**config.mk**
```make
export PLATFORM = sky130hd
export DESIGN_NAME = ifetch
export DESIGN_NICKNAME = d
export VERILOG_FILES = /design/src/rtl/ifetch.sv
export SDC_FILE = /design/constraint.sdc
export NUM_CORES = 1
export LEC_CHECK = 0
export ABC_AREA = 1
export ABC_CLOCK_PERIOD_IN_PS = 4000
export BUFFER_PORTS_ARGS = -buffer_cell sky130_fd_sc_hd__buf_2
export CAP_MARGIN = 15
export CORE_MARGIN = 8
export CORE_UTILIZATION = 60
export CTS_CLUSTER_DIAMETER = 80
export DETAILED_ROUTE_END_ITERATION = 10
export PLACE_DENSITY = 0.85
export RECOVER_POWER = 25
export SETUP_SLACK_MARGIN = 0.4
export SLEW_MARGIN = 15
export SYNTH_ARGS = -nofsm -noshare
export SYNTH_HDL_FRONTEND = slang
export SYNTH_SLANG_ARGS = --single-unit
```
**constraint.sdc**
```tcl
create_clock -name clk -period 4 [get_ports clk]
set_input_delay 0.4 -clock clk [delete_from_list [all_inputs] [get_ports clk]]
set_output_delay 0.4 -clock clk [all_outputs]
set_load 0.005 [all_outputs]
```
**src/rtl/ifetch.sv**
```systemverilog
// Instruction fetch front end: fetch PC, combinational ROM lookup and a
// two-entry {pc, instruction} buffer with redirect flush.
module ifetch #(
  parameter int unsigned DATA_WIDTH = 32,
  parameter int unsigned BUS_WIDTH  = 6,
  parameter logic [31:0] RESET_PC   = 32'h0000_0000
) (
  input  logic                  clk,
  input  logic                  rst_n,
  output logic [BUS_WIDTH-1:0]  imem_addr,
  input  logic [DATA_WIDTH-1:0] imem_rdata,
  input  logic                  redirect_valid,
  input  logic [31:0]           redirect_pc,
  output logic                  inst_valid,
  input  logic                  inst_ready,
  output logic [DATA_WIDTH-1:0] inst,
  output logic [31:0]           inst_pc
);

  localparam int unsigned PC_W  = 32;
  localparam int unsigned CNT_W = 2;

  localparam logic [CNT_W-1:0] CNT_EMPTY = CNT_W'(0);
  localparam logic [CNT_W-1:0] CNT_ONE   = CNT_W'(1);
  localparam logic [CNT_W-1:0] CNT_FULL  = CNT_W'(2);

  localparam logic [PC_W-1:0] PC_STEP   = PC_W'(4);
  localparam logic [PC_W-1:0] ALIGN_MSK = 32'hFFFF_FFFC;

  // Head entry lives directly in the output registers; tail is the second slot.
  logic [PC_W-1:0]       fetch_pc, fetch_pc_nxt;
  logic [CNT_W-1:0]      count, count_nxt;
  logic [PC_W-1:0]       tail_pc, tail_pc_nxt;
  logic [DATA_WIDTH-1:0] tail_inst, tail_inst_nxt;
  logic [PC_W-1:0]       inst_pc_nxt;
  logic [DATA_WIDTH-1:0] inst_nxt;
  logic                  valid_nxt;
  logic                  deq;
  logic                  enq;

  // ROM word address is taken straight from the fetch PC register.
  assign imem_addr = fetch_pc[BUS_WIDTH+1:2];

  // Next-state: redirect flushes and retargets; otherwise enqueue/dequeue.
  always_comb begin
    fetch_pc_nxt  = fetch_pc;
    count_nxt     = count;
    tail_pc_nxt   = tail_pc;
    tail_inst_nxt = tail_inst;
    inst_pc_nxt   = inst_pc;
    inst_nxt      = inst;
    deq           = inst_valid & inst_ready;
    enq           = ~redirect_valid & ((count != CNT_FULL) | deq);

    if (redirect_valid) begin
      count_nxt    = CNT_EMPTY;
      fetch_pc_nxt = redirect_pc & ALIGN_MSK;
    end else if (enq) begin
      fetch_pc_nxt = fetch_pc + PC_STEP;
      case (count)
        CNT_EMPTY: begin
          inst_pc_nxt = fetch_pc;
          inst_nxt    = imem_rdata;
          count_nxt   = CNT_ONE;
        end
        CNT_ONE: begin
          if (deq) begin
            inst_pc_nxt = fetch_pc;
            inst_nxt    = imem_rdata;
          end else begin
            tail_pc_nxt   = fetch_pc;
            tail_inst_nxt = imem_rdata;
            count_nxt     = CNT_FULL;
          end
        end
        default: begin
          // Full with a dequeue: tail advances to head, new word fills tail.
          inst_pc_nxt   = tail_pc;
          inst_nxt      = tail_inst;
          tail_pc_nxt   = fetch_pc;
          tail_inst_nxt = imem_rdata;
          count_nxt     = CNT_FULL;
        end
      endcase
    end

    valid_nxt = (count_nxt != CNT_EMPTY);
  end

  // State registers; reset discards buffered entries immediately.
  always_ff @(posedge clk or negedge rst_n) begin
    if (!rst_n) begin
      fetch_pc   <= RESET_PC;
      count      <= CNT_EMPTY;
      tail_pc    <= '0;
      tail_inst  <= '0;
      inst_pc    <= '0;
      inst       <= '0;
      inst_valid <= 1'b0;
    end else begin
      fetch_pc   <= fetch_pc_nxt;
      count      <= count_nxt;
      tail_pc    <= tail_pc_nxt;
      tail_inst  <= tail_inst_nxt;
      inst_pc    <= inst_pc_nxt;
      inst       <= inst_nxt;
      inst_valid <= valid_nxt;
    end
  end

endmodule

```
==> metrics.csv, run 1 <==
stage,metric,value,unit
cts,total CTS buffers,17,
grt,GR peak layer,met2,
power_and_ir_drop,pwr/cell area,561,mW/mm2
setup_path,Setup Crit Path Kind,in -> reg,
floorplanning,Die X,128,um
floorplanning,Core Area,0.0121,mm2
grt,met1 Use GR,29.5,%
route,Routed Antenna Nets,0,
grt,number of global-route vias before repair,6076,
logic_synthesis,"top cells by area, synth","dfrtp_1, nand2_1, o211ai_1",
finish,layout cells sized above 1,18.1,%
logic_synthesis,Post-Syn Area,0.00748,mm2
cts,CTS tree,done,
power_and_ir_drop,peak supply drop,0.320,mV
sta,max_slew headroom,-74.0,%
sta,Fmax,0.332,GHz
logic_synthesis,Synth top area share,52.5,%
setup_path,crit path DAT,3300,ps
grt,antenna violations before repair,0,
placement,Port Buf Inserts,134,
setup_path,reg2reg setup slack,1040,ps
placement,placer congestion estimate,0.907,
finish,Area growth syn-to-layout,17.2,%
grt,M3 GR Usage,6.41,%
worst_hold_path,Worst Hold Class,in -> reg,
placement,DP Area,0.00810,mm2
sta,Setup-failing EPs final,0,
cts,CTS Hold Bufs,0,
sta,Final Skew,8.51,ps
finish,cell area after layout,0.00877,mm2
outcome,status,"complete, but fails checks",
cts,PostCTS Resize Cnt,0,
route,Initial DRC Count,561,
logic_synthesis,multiplexer share of the synthesized area,0,%
floorplanning,Die Footprint,0.0163,mm2
logic_synthesis,Mapped Cells,863,
logic_synthesis,Compound-Gate Fraction of Synth Area,19.6,%
logic_synthesis,Post-Synth Adder-Cell Area,0.167,%
finish,Final Net Count,1036,
grt,Total GRT Usage,22.7,%
cts,Post-CTS Setup Bufs,0,
logic_synthesis,synth warn,0,
grt,first-pass GRT wire length,29.5,mm
cts,clock transition at the registers of the reported paths,60,ps
power_and_ir_drop,Static Leak,4.03,nW
grt,grt met2 use,36.1,%
logic_synthesis,post-synthesis simple-gate area fraction,18.2,%
setup_path,Setup crit start kind,input pin,
route,router iterations before antenna repair,5,
sta,RSZ-0062 raised after global routing,false,
cts,Root Driver,clkbuf_16,
setup_path,worst flop-to-flop path endpoint,inst[18],
setup_path,CP Data Required Time,4290,ps
placement,Final HPWL DP,12.0,mm
route,DR DRC count,0,
logic_synthesis,largest area contributor in the netlist,dfrtp_1,
finish,Diodes inserted,0,
grt,GRT Residual Overflow,0,
worst_hold_path,hold depth,2,
logic_synthesis,register area share after synthesis,52.5,%
sta,fin crit period,3010,ps
setup_path,Critical Path End Type,register,
logic_synthesis,mean area per synthesized cell,8.67,um2
cts,clk_lat worst skew,420,ps
logic_synthesis,Netlist cell types,28,
setup_path,worst r2r src,count[1],
setup_path,CP Max Fanout,64,
setup_path,depth of the worst register-to-register path,6,
sta,hold_ws,185,ps
sta,Tcrit/Tclk final,75.2,%
floorplanning,Die Height,128,um
floorplanning,I/O pins,139,
logic_synthesis,"flops & latches, synth",157,
cts,clock sinks,157,
sta,final worst slack,992,ps
sta,sum of negative setup slack,0,ps
grt,pin count of the biggest net entering global routing,104,
route,via count,6265,
sta,worst slew pin tran,2610,ps
route,routed wire length,17.8,mm
route,Via-to-Cell Ratio,5.46,
sta,"Hold Vio Cnt, Final",0,
floorplanning,Rows,40,
worst_hold_path,worst hold start,redirect_pc[5],
finish,Post-Route Utilization,72.4,%
cts,maximum clock path buffer count,2,
route,Avg WL per Cell,15.5,um
floorplanning,initial core utilization,61.8,%
logic_synthesis,largest family of logic cells by synthesized area,compound AO/OA/AOI/OAI gates,
job,max-cap violations,1,
worst_hold_path,Worst Hold Path EP,fetch_pc[5],
sta,final slew viol count,103,
cts,H-tree levels,4,
outcome,violated checks,"max-capacitance violations, max-slew violations",
placement,pre-CTS setup slack,1090,ps
logic_synthesis,Post-Synth XOR/XNOR Area,0.936,%
## per-stage QoR
step                power, mW  instances
global route             5.18       1148
CTS                      4.95       1148
global placement         3.06       1116
finish                   4.92       1148
floorplan                2.76        864
detailed placement       3.12       1116
## cell type report
class,instances,area (um2)
clock buffers,21,460
repair buffers,140,739
clock inverters,11,213
fillers,956,3350
multi-input cells,576,2930
inverters,75,282
well taps,168,210
flip-flops and latches,157,3930
## synthesized netlist by cell type
| cell type | count |
|---|---|
| clkbuf_1 | 20 |
| inv_2 | 2 |
| inv_1 | 73 |
| a31oi_1 | 1 |
| nand2_1 | 250 |
| nor2_1 | 44 |
| and2_1 | 1 |
| buf_4 | 8 |
| a21oi_2 | 1 |
| nand2_2 | 3 |
| nor2_4 | 1 |
| xor2_1 | 8 |
| o21a_1 | 63 |
| ha_1 | 1 |
| o21ai_1 | 15 |
| buf_2 | 11 |
| o21ai_0 | 61 |
| buf_1 | 3 |
| o21bai_1 | 5 |
| nand3_1 | 41 |
| a21oi_1 | 6 |
| nor3_1 | 1 |
| nand4_1 | 2 |
| buf_6 | 14 |
| o211ai_1 | 68 |
| o221ai_1 | 2 |
| dfrtp_1 | 157 |
| conb_1 | 1 |
## where the power goes
part	switching (mW)	total, mW	internal [mW]
Combinational	0.501	0.899	0.398
Sequential	0.233	2.19	1.96
Clock	0.624	1.82	1.20
## worst max path at each step
stage,slack [ps],startpoint,to
floorplan,2540,fetch_pc[2],fetch_pc[22]
global route,720,redirect_valid,tail_pc[11]
global placement,1170,count[1],inst_pc[8]
detailed placement,1090,count[1],inst[20]
CTS,1060,count[1],inst[19]
finish,990,redirect_valid,tail_inst[6]
## layout by cell type (no fill, tap or decap), types with 15 or more instances in the layout
master     instances
buf_2            132
dfrtp_1          156
nand2_1          250
clkbuf_16         17
o21ai_1           15
o211ai_1          68
o21ai_0           61
nor2_1            44
o21a_1            63
nand3_1           41
inv_1             73
## cells by family (layout without fill, tap and decap cells)
group	after synthesis	in the layout
other	1	2
AO/OA/AOI/OAI	222	222
AND/OR/NAND/NOR	343	343
flip-flops	157	157
adder cells (fa/ha/maj)	1	1
buffers and inverters	131	247
XOR/XNOR	8	8
## worst max-delay path, stage by stage
cell      delay (ps)
clkbuf_1        1030
inv_2            200
nand2_2          370
inv_2            260
nand2_4          530
buf_12           320
o21ai_0          140
## metal layers
layer | up-vias | routed length, um | share of wire [%]
met4 | 0 | 280 | 1.6
met2 | 215 | 8400 | 47
met3 | 21 | 1260 | 7.1
met1 | 2978 | 7880 | 44
li1 | 3051 | - | -
met5 | - | 0 | 0
## state kept, by name, summed over array words and instances (netlist names)
signal	flops
count	2
fetch_pc	30
inst	32
inst_pc	30
inst_valid	1
tail_inst	32
tail_pc	30
No activity file was read; power rests on OpenSTA's default activity.
==> run 2, diff against run 1 <==
--- a/config.mk
+++ b/config.mk
@@ -5,15 +5,15 @@
 export SDC_FILE = /design/constraint.sdc
 export NUM_CORES = 1
 export LEC_CHECK = 0
-export ABC_AREA = 1
-export ABC_CLOCK_PERIOD_IN_PS = 4000
+export ABC_AREA = 0
+export ABC_CLOCK_PERIOD_IN_PS = 2800
 export BUFFER_PORTS_ARGS = -buffer_cell sky130_fd_sc_hd__buf_2
 export CAP_MARGIN = 15
 export CORE_MARGIN = 8
-export CORE_UTILIZATION = 60
+export CORE_UTILIZATION = 55
 export CTS_CLUSTER_DIAMETER = 80
 export DETAILED_ROUTE_END_ITERATION = 10
-export PLACE_DENSITY = 0.85
+export PLACE_DENSITY = 0.8
 export RECOVER_POWER = 25
 export SETUP_SLACK_MARGIN = 0.4
 export SLEW_MARGIN = 15
==> constraint.sdc (replaced) <==
create_clock -name clk -period 2.8 [get_ports clk]
set_input_delay 0.28 -clock clk [delete_from_list [all_inputs] [get_ports clk]]
set_output_delay 0.28 -clock clk [all_outputs]
set_load 0.005 [all_outputs]
==> run 2 against run 1 <==
Net effect:
- cell count decreased by 19%
- synthesized area shrank 5.8%
- global-route usage fell by 3.2 points
- die area up 2.4%
- the flow now finishes without violations
- register-to-register slack lost 460 ps
- count of clock-buffer cells in the layout up 1
- first-iteration DRC count down 33%
- worst setup slack worse by 410 ps
- sequential power is 45% higher
==> metrics.csv, run 2 <==
stage,metric,value,unit,change
setup_path,CP top delay family,simple AND/OR/NAND/NOR gates,,
logic_synthesis,largest family of logic cells by synthesized area,multiplexers,,
logic_synthesis,Main synth FF type,dfrtp_1,,
cts,clock sinks,157,,unchanged
sta,sum of negative setup slack,0,ps,unchanged
finish,"most common cell after layout, fill and taps aside",dfrtp_1,,
finish,"Cell Count, Final, Fillers Out",925,,-19%
grt,antenna violations before repair,0,,unchanged
logic_synthesis,Post-Syn Area,0.00705,mm2,-5.8%
power_and_ir_drop,peak supply drop,0.474,mV,+48%
job,max-cap violations,0,,-1
placement,Final HPWL DP,10.7,mm,-10%
grt,GRT Residual Overflow,0,,unchanged
grt,first-pass GRT wire length,25.8,mm,-13%
cts,H-tree levels,4,,unchanged
logic_synthesis,post-synthesis simple-gate area fraction,10.4,%,-7.8 points
logic_synthesis,Post-synth EDFFs,0,,unchanged
grt,number of global-route vias before repair,5260,,-13%
sta,Setup-failing EPs final,0,,unchanged
setup_path,"slowest stage cell, crit path",dfrtp_4,,
route,Avg WL per Cell,16.9,um,+8.6%
floorplanning,initial core utilization,56.1,%,-5.7 points
floorplanning,Core Area,0.0126,mm2,+3.8%
setup_path,"slowest stage delay, CP",630,ps,-400 ps
route,Routed Antenna Nets,0,,unchanged
power_and_ir_drop,P_int,4.93,mW,+39%
finish,Diodes inserted,0,,unchanged
route,DR DRC count,0,,unchanged
logic_synthesis,Compound-Gate Fraction of Synth Area,10.1,%,-9.4 points
logic_synthesis,Mapped Cells,621,,-28%
logic_synthesis,Synth top area share,55.7,%,+3.2 points
cts,clk_lat worst skew,420,ps,about the same
route,Metal-1 WL,6.81,mm,-14%
floorplanning,Die X,129,um,+1.2%
sta,"Hold Vio Cnt, Final",0,,unchanged
power_and_ir_drop,Clk pwr share,35.0,%,-2.1 points
grt,pin count of the biggest net entering global routing,83,,-20%
logic_synthesis,"flops & latches, synth",157,,unchanged
floorplanning,Rows,41,,+2.5%
power_and_ir_drop,Sequential Power Share,46.8,%,+2.2 points
cts,Root Driver,clkbuf_16,,
sta,fin crit period,2220,ps,
floorplanning,I/O pins,139,,unchanged
route,Initial DRC Count,375,,-33%
route,WL met2,7.48,mm,-11%
finish,Final Net Count,809,,-22%
cts,CTS tree,done,,
route,router iterations before antenna repair,5,,unchanged
sta,Tcrit/Tclk final,79.3,%,
setup_path,CP Data Required Time,3130,ps,-1160 ps
cts,maximum clock path buffer count,2,,unchanged
logic_synthesis,mean area per synthesized cell,11.4,um2,+31%
setup_path,crit path DAT,2550,ps,-750 ps
placement,Port Buf Inserts,134,,unchanged
power_and_ir_drop,Static Leak,3.60,nW,-11%
logic_synthesis,largest area contributor in the netlist,dfrtp_1,,
logic_synthesis,"top cells by area, synth","dfrtp_1, mux2_1, mux2i_1",,
finish,layout cells sized above 1,23.1,%,+5.0 points
logic_synthesis,multiplexer share of the synthesized area,19.0,%,+19 points
sta,worst slew pin tran,1200,ps,-1420 ps
finish,most frequent cells in the layout,"dfrtp_1, buf_2, nor2_1, a21oi_1, mux2i_1",,
logic_synthesis,synth warn,0,,unchanged
route,via count,5234,,-16%
logic_synthesis,Post-Synth XOR/XNOR Area,1.12,%,+0.18 points
setup_path,Buf/Inv on CP,0,,-4
finish,biggest regs,"inst: 32 flops, tail_inst: 32 flops",,
sta,RSZ-0062 raised after global routing,false,,
power_and_ir_drop,Comb pwr share,18.2,%,about the same
power_and_ir_drop,Switching Power,1.85,mW,+36%
logic_synthesis,commonest cells in the netlist,"dfrtp_1, nor2_1, a21oi_1",,
setup_path,Setup Crit Path Kind,reg -> reg,,
floorplanning,Die Footprint,0.0167,mm2,+2.4%
sta,max_slew headroom,20.3,%,+94 points
grt,Total GRT Usage,19.5,%,-3.2 points
logic_synthesis,Post-Synth Adder-Cell Area,0.177,%,+0.010 points
setup_path,Critical Path End Type,register,,
placement,placer congestion estimate,0.809,,-11%
route,met3 wire length,1.05,mm,-17%
finish,Area growth syn-to-layout,20.2,%,
cts,clock transition at the registers of the reported paths,60,ps,about the same
placement,Placed Instances,890,,-20%
logic_synthesis,register area share after synthesis,55.7,%,+3.2 points
route,max layer used,met4,,
setup_path,CP Cell Sequence,nand2b_1 > o2111ai_2 > or4_1 > a31oi_1,,
worst_hold_path,Worst Hold Class,in -> reg,,
finish,Post-Route Utilization,67.4,%,-4.9 points
setup_path,Setup crit start kind,register,,
placement,DP Area,0.00783,mm2,-3.3%
finish,cell area after layout,0.00847,mm2,-3.3%
sta,Final Skew,10.4,ps,+1.91 ps
sta,final slew viol count,0,,-100%
outcome,status,completed,,
cts,total CTS buffers,17,,unchanged
logic_synthesis,Netlist cell types,37,,+32%
logic_synthesis,Async SR Flop Fraction,100,%,unchanged
finish,fill count,967,,+1.2%
route,Via-to-Cell Ratio,5.66,,+3.7%
setup_path,CP Max Fanout,20,,-69%
sta,Fmax,0.450,GHz,
logic_synthesis,most frequent cell after synthesis,dfrtp_1,,
power_and_ir_drop,pwr/cell area,800,mW/mm2,+43%
route,routed wire length,15.6,mm,-12%
power_and_ir_drop,sw frac,27.3,%,-0.37 points
floorplanning,Die Height,129,um,+1.2%
==> run 2: cell count changes after synthesis, sizes merged, moves of 63 or more <==
cell	previous run	this run
inv	75	3
mux2	0	63
mux2i	0	63
nand2	253	25
o21a	63	0
o21ai	76	13
==> run 2: per-stage QoR <==
| step | hold slack [ps] | power (mW) | worst slack, ps |
|---|---|---|---|
| after floorplan | -15.6 | 3.89 | 1060 |
| after global placement | 342 | 4.37 | 595 |
| after detailed placement | 359 | 4.47 | 525 |
| after CTS | 49.7 | 6.87 | 484 |
| after global routing | 79.9 | 7.16 | 477 |
| final | 78.6 | 6.78 | 579 |
==> run 2: metal layers <==
metal  track usage [%]  vias to the layer above
li1                  -                     2469
met2              30.7                      169
met4              8.50                        0
met3              5.05                       19
met1              25.1                     2577
met5                 0                        -
==> run 2: layout make-up <==
| type | instances | area (um2) | area share, % |
|---|---|---|---|
| inverter | 3 | 11.3 | 0.133 |
| sequential | 157 | 3930 | 46.4 |
| clock buffer | 22 | 484 | 5.71 |
| multi-input combinational | 415 | 2910 | 34.4 |
| tap | 172 | 215 | 2.54 |
| timing repair buffer | 146 | 783 | 9.24 |
| clock inverter | 10 | 136 | 1.61 |
==> run 2: worst paths after layout <==
check                                start      endpoint  slack (ps)  depth (start not counted)
hold / removal             redirect_pc[13]  fetch_pc[13]          80                          3
min in group asynchronous            rst_n       inst[9]         450                          2
setup / recovery                  count[1]  fetch_pc[16]         580                          4
hold reg to reg                tail_pc[31]   tail_pc[31]         490                          1
max in group asynchronous            rst_n    inst_pc[7]        1540                          3
setup reg to reg                  count[1]  fetch_pc[16]         580                          4
==> run 2: cells by family after synthesis <==
group                    after synthesis
XOR/XNOR                               9
other                                  1
AO/OA/AOI/OAI                        121
multiplexers                         126
buffers and inverters                 50
adder cells (fa/ha/maj)                1
AND/OR/NAND/NOR                      156
flip-flops                           157
==> run 2: power groups by stage <==
stage / logic [mW] / registers (mW) / clock network (mW)
final: 1.23 / 3.17 / 2.37
after CTS: 1.27 / 3.17 / 2.42
after detailed placement: 1.26 / 3.21 / 0
after global routing: 1.39 / 3.25 / 2.53
after floorplan: 0.748 / 3.14 / 0
after global placement: 1.21 / 3.16 / 0
==> run 2: worst register-to-register path: stages, from the launching register on <==
cell and delay, ps:
dfrtp_4 630, nand2b_1 350, o2111ai_2 380, or4_1 600
a31oi_1 180
==> run 2: timing repair <==
item,CTS,global route
setup buffers,0,2
endpoints found under the hold margin,74,0
gates resized for setup,0,2
hold buffers,1,0
setup endpoints to repair,0,19
